[config.mk]
export PLATFORM = sky130hd
export DESIGN_NAME = operand_fetch
export DESIGN_NICKNAME = d
export VERILOG_FILES = /design/src/rtl/operand_fetch_pkg.sv /design/src/rtl/operand_fetch_regfile.sv /design/src/rtl/operand_fetch.sv
export SDC_FILE = /design/constraint.sdc
export NUM_CORES = 2
export LEC_CHECK = 0
export BUFFER_PORTS_ARGS = -buffer_cell sky130_fd_sc_hd__buf_4
export CAP_MARGIN = 10
export CORE_UTILIZATION = 55
export DETAILED_ROUTE_END_ITERATION = 10
export PLACE_DENSITY = 0.8
export SLEW_MARGIN = 25
export SYNTH_ARGS = -nofsm -noshare
export SYNTH_HDL_FRONTEND = slang
export SYNTH_SLANG_ARGS = --single-unit
[constraint.sdc]
create_clock -name clk -period 4.7 [get_ports clk]
set_input_delay 1.175 -clock clk [delete_from_list [all_inputs] [get_ports clk]]
set_output_delay 1.175 -clock clk [all_outputs]
set_load 0.02 [all_outputs]
[src/rtl/operand_fetch_pkg.sv]
// operand_fetch_pkg
// Shared constants for the operand-fetch slice: ALU opcode encoding and
// width, register-file geometry, and the writeback-match helper used by the
// capture bypass and the stall refresh.
package operand_fetch_pkg;

    // ALU opcode width and codes; the fetch stage only passes these through.
    localparam int ALU_OP_LENGTH = 4;
    localparam logic [ALU_OP_LENGTH-1:0] ALU_OP_ADD = 4'd0;
    localparam logic [ALU_OP_LENGTH-1:0] ALU_OP_SUB = 4'd1;
    localparam logic [ALU_OP_LENGTH-1:0] ALU_OP_AND = 4'd2;
    localparam logic [ALU_OP_LENGTH-1:0] ALU_OP_OR  = 4'd3;
    localparam logic [ALU_OP_LENGTH-1:0] ALU_OP_XOR = 4'd4;
    localparam logic [ALU_OP_LENGTH-1:0] ALU_OP_SLL = 4'd5;
    localparam logic [ALU_OP_LENGTH-1:0] ALU_OP_SRL = 4'd6;
    localparam logic [ALU_OP_LENGTH-1:0] ALU_OP_SRA = 4'd7;

    // Register-file geometry.
    localparam int NUM_REGS  = 32;
    localparam int REG_IDX_W = 5;
    localparam int XLEN      = 32;

    // True when the writeback port is updating source register rs this
    // cycle. x0 never matches because it is hard-wired to zero.
    function automatic logic wb_hit(input logic                 en,
                                    input logic [REG_IDX_W-1:0] wb_rd,
                                    input logic [REG_IDX_W-1:0] rs);
        return en && (wb_rd == rs) && (rs != 5'd0);
    endfunction

endpackage

[src/rtl/operand_fetch_regfile.sv]
// regfile_2r1w
// 32 x 32-bit register file with two combinational read ports and one
// synchronous write port. x0 always reads zero and ignores writes.
// Ports:
//   clk, resetn          clock, synchronous active-low reset (clears array)
//   raddr_a/b, rdata_a/b combinational read ports
//   we, waddr, wdata     write port, applied at the rising edge
module regfile_2r1w
    import operand_fetch_pkg::*;
(
    input  logic                 clk,
    input  logic                 resetn,
    input  logic [REG_IDX_W-1:0] raddr_a,
    output logic [XLEN-1:0]      rdata_a,
    input  logic [REG_IDX_W-1:0] raddr_b,
    output logic [XLEN-1:0]      rdata_b,
    input  logic                 we,
    input  logic [REG_IDX_W-1:0] waddr,
    input  logic [XLEN-1:0]      wdata
);

    logic [XLEN-1:0] mem_q [NUM_REGS];

    // Array storage: cleared in reset, writes to x0 dropped.
    always_ff @(posedge clk) begin
        if (!resetn) begin
            for (int i = 0; i < NUM_REGS; i++) begin
                mem_q[i] <= {XLEN{1'b0}};
            end
        end else if (we && (waddr != 5'd0)) begin
            mem_q[waddr] <= wdata;
        end
    end

    // Read ports: x0 forced to zero regardless of array contents.
    always_comb begin
        rdata_a = {XLEN{1'b0}};
        rdata_b = {XLEN{1'b0}};
        if (raddr_a != 5'd0) begin
            rdata_a = mem_q[raddr_a];
        end else begin
            rdata_a = {XLEN{1'b0}};
        end
        if (raddr_b != 5'd0) begin
            rdata_b = mem_q[raddr_b];
        end else begin
            rdata_b = {XLEN{1'b0}};
        end
    end

endmodule

[src/rtl/operand_fetch.sv]
// operand_fetch
// Reads ALU operands from the register file and presents them to the ALU
// through a one-entry output register with valid/ready handshake.
// Writeback data is bypassed at capture, and a stalled (held) instruction
// has its register operands refreshed if their source is written meanwhile.
// Ports:
//   clk, resetn                 clock, synchronous active-low reset
//   in_valid/in_ready           upstream handshake (in_ready combinational)
//   in_rs1, in_rs2, in_imm, in_use_imm, in_opcode, in_rd   decoded fields
//   wb_en, wb_rd, wb_data       register writeback port
//   out_valid/out_ready         downstream handshake
//   out_left, out_right, out_opcode, out_rd   registered ALU operands
module operand_fetch
    import operand_fetch_pkg::*;
#(
    parameter int OP_W = ALU_OP_LENGTH
) (
    input  logic            clk,
    input  logic            resetn,
    input  logic            in_valid,
    output logic            in_ready,
    input  logic [4:0]      in_rs1,
    input  logic [4:0]      in_rs2,
    input  logic [31:0]     in_imm,
    input  logic            in_use_imm,
    input  logic [OP_W-1:0] in_opcode,
    input  logic [4:0]      in_rd,
    input  logic            wb_en,
    input  logic [4:0]      wb_rd,
    input  logic [31:0]     wb_data,
    output logic            out_valid,
    input  logic            out_ready,
    output logic [31:0]     out_left,
    output logic [31:0]     out_right,
    output logic [OP_W-1:0] out_opcode,
    output logic [4:0]      out_rd
);

    logic            valid_q,   valid_d;
    logic [31:0]     left_q,    left_d;
    logic [31:0]     right_q,   right_d;
    logic [OP_W-1:0] opcode_q,  opcode_d;
    logic [4:0]      rd_q,      rd_d;
    // Source identity of the held instruction, needed for stall refresh.
    logic [4:0]      rs1_q,     rs1_d;
    logic [4:0]      rs2_q,     rs2_d;
    logic            use_imm_q, use_imm_d;

    logic [31:0]     rf_a_s;
    logic [31:0]     rf_b_s;
    logic            accept_s;
    logic [31:0]     cap_left_s;
    logic [31:0]     cap_right_s;

    regfile_2r1w u_regfile (
        .clk     (clk),
        .resetn  (resetn),
        .raddr_a (in_rs1),
        .rdata_a (rf_a_s),
        .raddr_b (in_rs2),
        .rdata_b (rf_b_s),
        .we      (wb_en),
        .waddr   (wb_rd),
        .wdata   (wb_data)
    );

    // Upstream handshake; resetn gates it so nothing is taken during reset.
    always_comb begin
        in_ready = resetn && (!valid_q || out_ready);
        accept_s = in_valid && in_ready;
    end

    // Operand selection at capture: same-cycle writeback wins over the array.
    always_comb begin
        cap_left_s  = rf_a_s;
        cap_right_s = rf_b_s;
        if (wb_hit(wb_en, wb_rd, in_rs1)) begin
            cap_left_s = wb_data;
        end else begin
            cap_left_s = rf_a_s;
        end
        if (in_use_imm) begin
            cap_right_s = in_imm;
        end else if (wb_hit(wb_en, wb_rd, in_rs2)) begin
            cap_right_s = wb_data;
        end else begin
            cap_right_s = rf_b_s;
        end
    end

    // Output-register next state: load on accept, drain on consume,
    // refresh held register operands while stalled.
    always_comb begin
        valid_d   = valid_q;
        left_d    = left_q;
        right_d   = right_q;
        opcode_d  = opcode_q;
        rd_d      = rd_q;
        rs1_d     = rs1_q;
        rs2_d     = rs2_q;
        use_imm_d = use_imm_q;
        if (accept_s) begin
            valid_d   = 1'b1;
            left_d    = cap_left_s;
            right_d   = cap_right_s;
            opcode_d  = in_opcode;
            rd_d      = in_rd;
            rs1_d     = in_rs1;
            rs2_d     = in_rs2;
            use_imm_d = in_use_imm;
        end else if (valid_q && out_ready) begin
            valid_d = 1'b0;
        end else if (valid_q) begin
            if (wb_hit(wb_en, wb_rd, rs1_q)) begin
                left_d = wb_data;
            end else begin
                left_d = left_q;
            end
            // An immediate operand never depends on the register file.
            if (!use_imm_q && wb_hit(wb_en, wb_rd, rs2_q)) begin
                right_d = wb_data;
            end else begin
                right_d = right_q;
            end
        end else begin
            valid_d = 1'b0;
        end
    end

    // Output and held-instruction registers.
    always_ff @(posedge clk) begin
        if (!resetn) begin
            valid_q   <= 1'b0;
            left_q    <= 32'd0;
            right_q   <= 32'd0;
            opcode_q  <= {OP_W{1'b0}};
            rd_q      <= 5'd0;
            rs1_q     <= 5'd0;
            rs2_q     <= 5'd0;
            use_imm_q <= 1'b0;
        end else begin
            valid_q   <= valid_d;
            left_q    <= left_d;
            right_q   <= right_d;
            opcode_q  <= opcode_d;
            rd_q      <= rd_d;
            rs1_q     <= rs1_d;
            rs2_q     <= rs2_d;
            use_imm_q <= use_imm_d;
        end
    end

    assign out_valid  = valid_q;
    assign out_left   = left_q;
    assign out_right  = right_q;
    assign out_opcode = opcode_q;
    assign out_rd     = rd_q;

endmodule

==> impl_metrics.yaml <==
drt:
  vias: 39200
  drt.antenna.violating_nets: 0
  route.detailed.wl_per_inst_um: 35.1
  drtPass1Iterations: 6
  via_per_inst: 7.26
  finalWirelength_um: 190000
  dr.first_iter.drc_count: 6864
  drt_drc_violations_left: 0
clocking:
  post_cts_repair_timing_setup_buffer_count: 0
  tritoncts.num_buffers: 110
  cts.repair.resized: 0
  max-clock-path-buffers: 3
  htree_num_levels: 3
  cts-root-buf: "clkbuf_16"
  worst_setup_hold_path_clk_slew_ns: 0.06
  holdBufCountCts: 0
  clk-insertion-delay-late_ns: 0.72
  clock_sink_count: 1109
  cts_tree: "built"
critical_path:
  crit_path_max_incr_delay_ns: 0.46
  crit_path_leading_delay_family: "buffers and inverters"
  path_class: "input pin to output pin"
  critical_path.max_fanout: 36
  crit_path_cell_trace: "buf_4 > buf_4 > inv_2 > nor2_1 > buf_4"
  timing.critical_path.to_type: "output pin"
  cpMostUsedCell: "buf_4"
  worstPathArrival_ns: 2.21
  critical-path-slowest-cell: "buf_4"
  cp_num_buf_inv: 4
  crit_path_start_kind: "input pin"
  crit_required_ns: 3.52
synthesis:
  synth-seq-area-share_pct: 56.0
  post_synth_instance_area_um2: 58000
  synthArstFlopShare_pct: 0
  yosysTopAreaCellShare_pct: 53.0
  synth_area_leaders: "edfxtp_1, mux4_2, and2_1"
  number_of_library_cell_types_mapped_by_synthesis: 53
  syn_avg_cell_area_um2: 14.9
  yosysTopAreaCell: "edfxtp_1"
  syn-instance-count: 3899
  synth-warning-count: 0
  ys_ff_latch: 1109
  count_of_flip_flops_with_a_built_in_enable_after_synthesis: 1024
  synth_flop_type: "edfxtp_1"
outcome:
  outcome: "finished, final reports clean"
layout:
  final_cell_count_no_fill: 5408
  layout.nets: 4022
  filler_cell_count: 7198
  finalInstanceArea_um2: 65100
  layout_commonest_cell: "edfxtp_1"
  most-common-layout-cells: "edfxtp_1, and2_1, mux4_2"
  syn_to_final_growth_pct: 12.3
  drive_gt1_share_pct: 27.5
floorplan:
  die_height_um: 327
  die-area_um2: 107000
  die_span_in_x_um: 327
  core.rowCount: 118
  start_util_pct: 55.8
  floorplan.core_area_um2: 104000
  io_pins: 169
sta:
  timing.max_slew.rel_slack_pct: 24.3
  setup_violations: 0
  min_period_ns: 3.38
  final.period_utilization_pct: 72.0
  hold_viol: 0
  skew_ns: 0.0280
  slew_violations: 0
  tightest_slew_ns: 1.13
  grt_setup_unrepaired: "no"
  timing.fmax_ghz: 0.296
global_route:
  grt_max_degree: 99
  grt_first_pass_wirelength_um: 272000
  initial_antenna_violation_count: 17
  globalRouteTotalUtil_pct: 35.6
  grt_pass1_vias: 39000
  grt_overflow: 0
placed_design:
  post-dp-hpwl_um: 119000
  post-place-cells: 5195
  total_of_buffers_placed_on_input_and_output_ports: 168
  place_congestion: 0.977
  dpl-instance-area_um2: 61500
power:
  powerDensity_nw_per_um2: 361
  max-vdd-ir-drop_mv: 0.311
  cellLeakagePower_nw: 22.4
run:
  timing.max_cap.violations: 0
worst_hold_path:
  hold_path_class: "register to register"
[area by class of cell]
cell class                      instances  area [um2]  area share, %
Inverter                                3        11.3         0.0173
Tap cell                             1380        1730           2.65
Clock buffer                          143        3000           4.61
Timing Repair Buffer                  317        2950           4.53
Antenna cell                            8        20.0         0.0307
Sequential cell                      1109       32500           49.8
Clock inverter                         61         534          0.821
Multi-Input combinational cell       2387       24400           37.5
[tightest hold or removal path, delay by kind of cell (launching register included)]
kind / cells / cell delay, ns
DFF: 1 / 0.31
and+or+nand+nor: 2 / 0.11
[logic make-up after synthesis]
kind of cell              count (synthesis)  synth area share, %
muxes                                   615                 22.0
other                                     1              0.00647
DFF                                    1109                 56.0
xor gates and xnor gates                 18                0.272
and+or+nand+nor                        1238                 12.6
AOI/OAI and AO/OA                       484                 5.79
buffers and inverters                   434                 3.28
[per-layer routing]
metal,part of all wire [%],vias up,GRT usage (%)
li1,-,15200,-
met1,32,19600,44.0
met2,46,3650,54.6
met3,15,814,12.1
met4,6.5,20,20.7
met5,0.088,-,0.532
[Yosys cell counts, drive strengths merged (6+ instances only)]
cell	n
or3	6
a221oi	32
and2	997
nor2	50
mux2	15
a21o	23
nand2	125
o21ai	133
clkbuf	325
nor2b	13
xnor2	11
a21oi	15
nand3	19
o221ai	32
mux4	528
edfxtp	1024
dfxtp	85
buf	106
o2111ai	31
a22oi	181
a31oi	23
mux2i	72
xor2	7
[final timing paths]
kind | cells after the start | to | slack, ns | start
worst max-delay path | 5 | in_ready | 1.32 | resetn
worst min-delay path | 2 | out_opcode[1] | 0.47 | out_opcode[1]
worst max register to register | 6 | out_left[31] | 2.08 | out_valid
worst min register to register | 2 | out_opcode[1] | 0.47 | out_opcode[1]
[sequential cells by signal, indices dropped and copies added, names as in the netlist]
signal,cells
out_right,32
u_regfile.mem_q,1024
use_imm_q,1
out_rd,5
rs2_q,5
rs1_q,5
out_opcode,4
out_valid,1
out_left,32
[stage by stage]
step | utilization (%) | worst slack, ns | power [mW] | TNS [ns] | hold slack (ns)
2_1_floorplan | - | -0.0114 | 13.5 | -0.728 | 0.436
5_1_grt | 62.6 | 1.18 | 23.9 | 0 | 0.477
6_report | 62.6 | 1.32 | 23.5 | 0 | 0.470
3_5_place_dp | 59.2 | 0.745 | 14.7 | 0 | 0.452
3_3_place_gp | 59.1 | 0.800 | 14.7 | 0 | 0.445
4_1_cts | 62.6 | 1.36 | 23.3 | 0 | 0.469
[power breakdown]
part           switching [mW]  total [mW]  internal [mW]
Clock                    3.90        8.84           4.93
Sequential              0.389        11.7           11.3
Combinational            1.70        2.94           1.24
Total                    5.99        23.5           17.5
No activity file was read; power rests on OpenSTA's default activity.
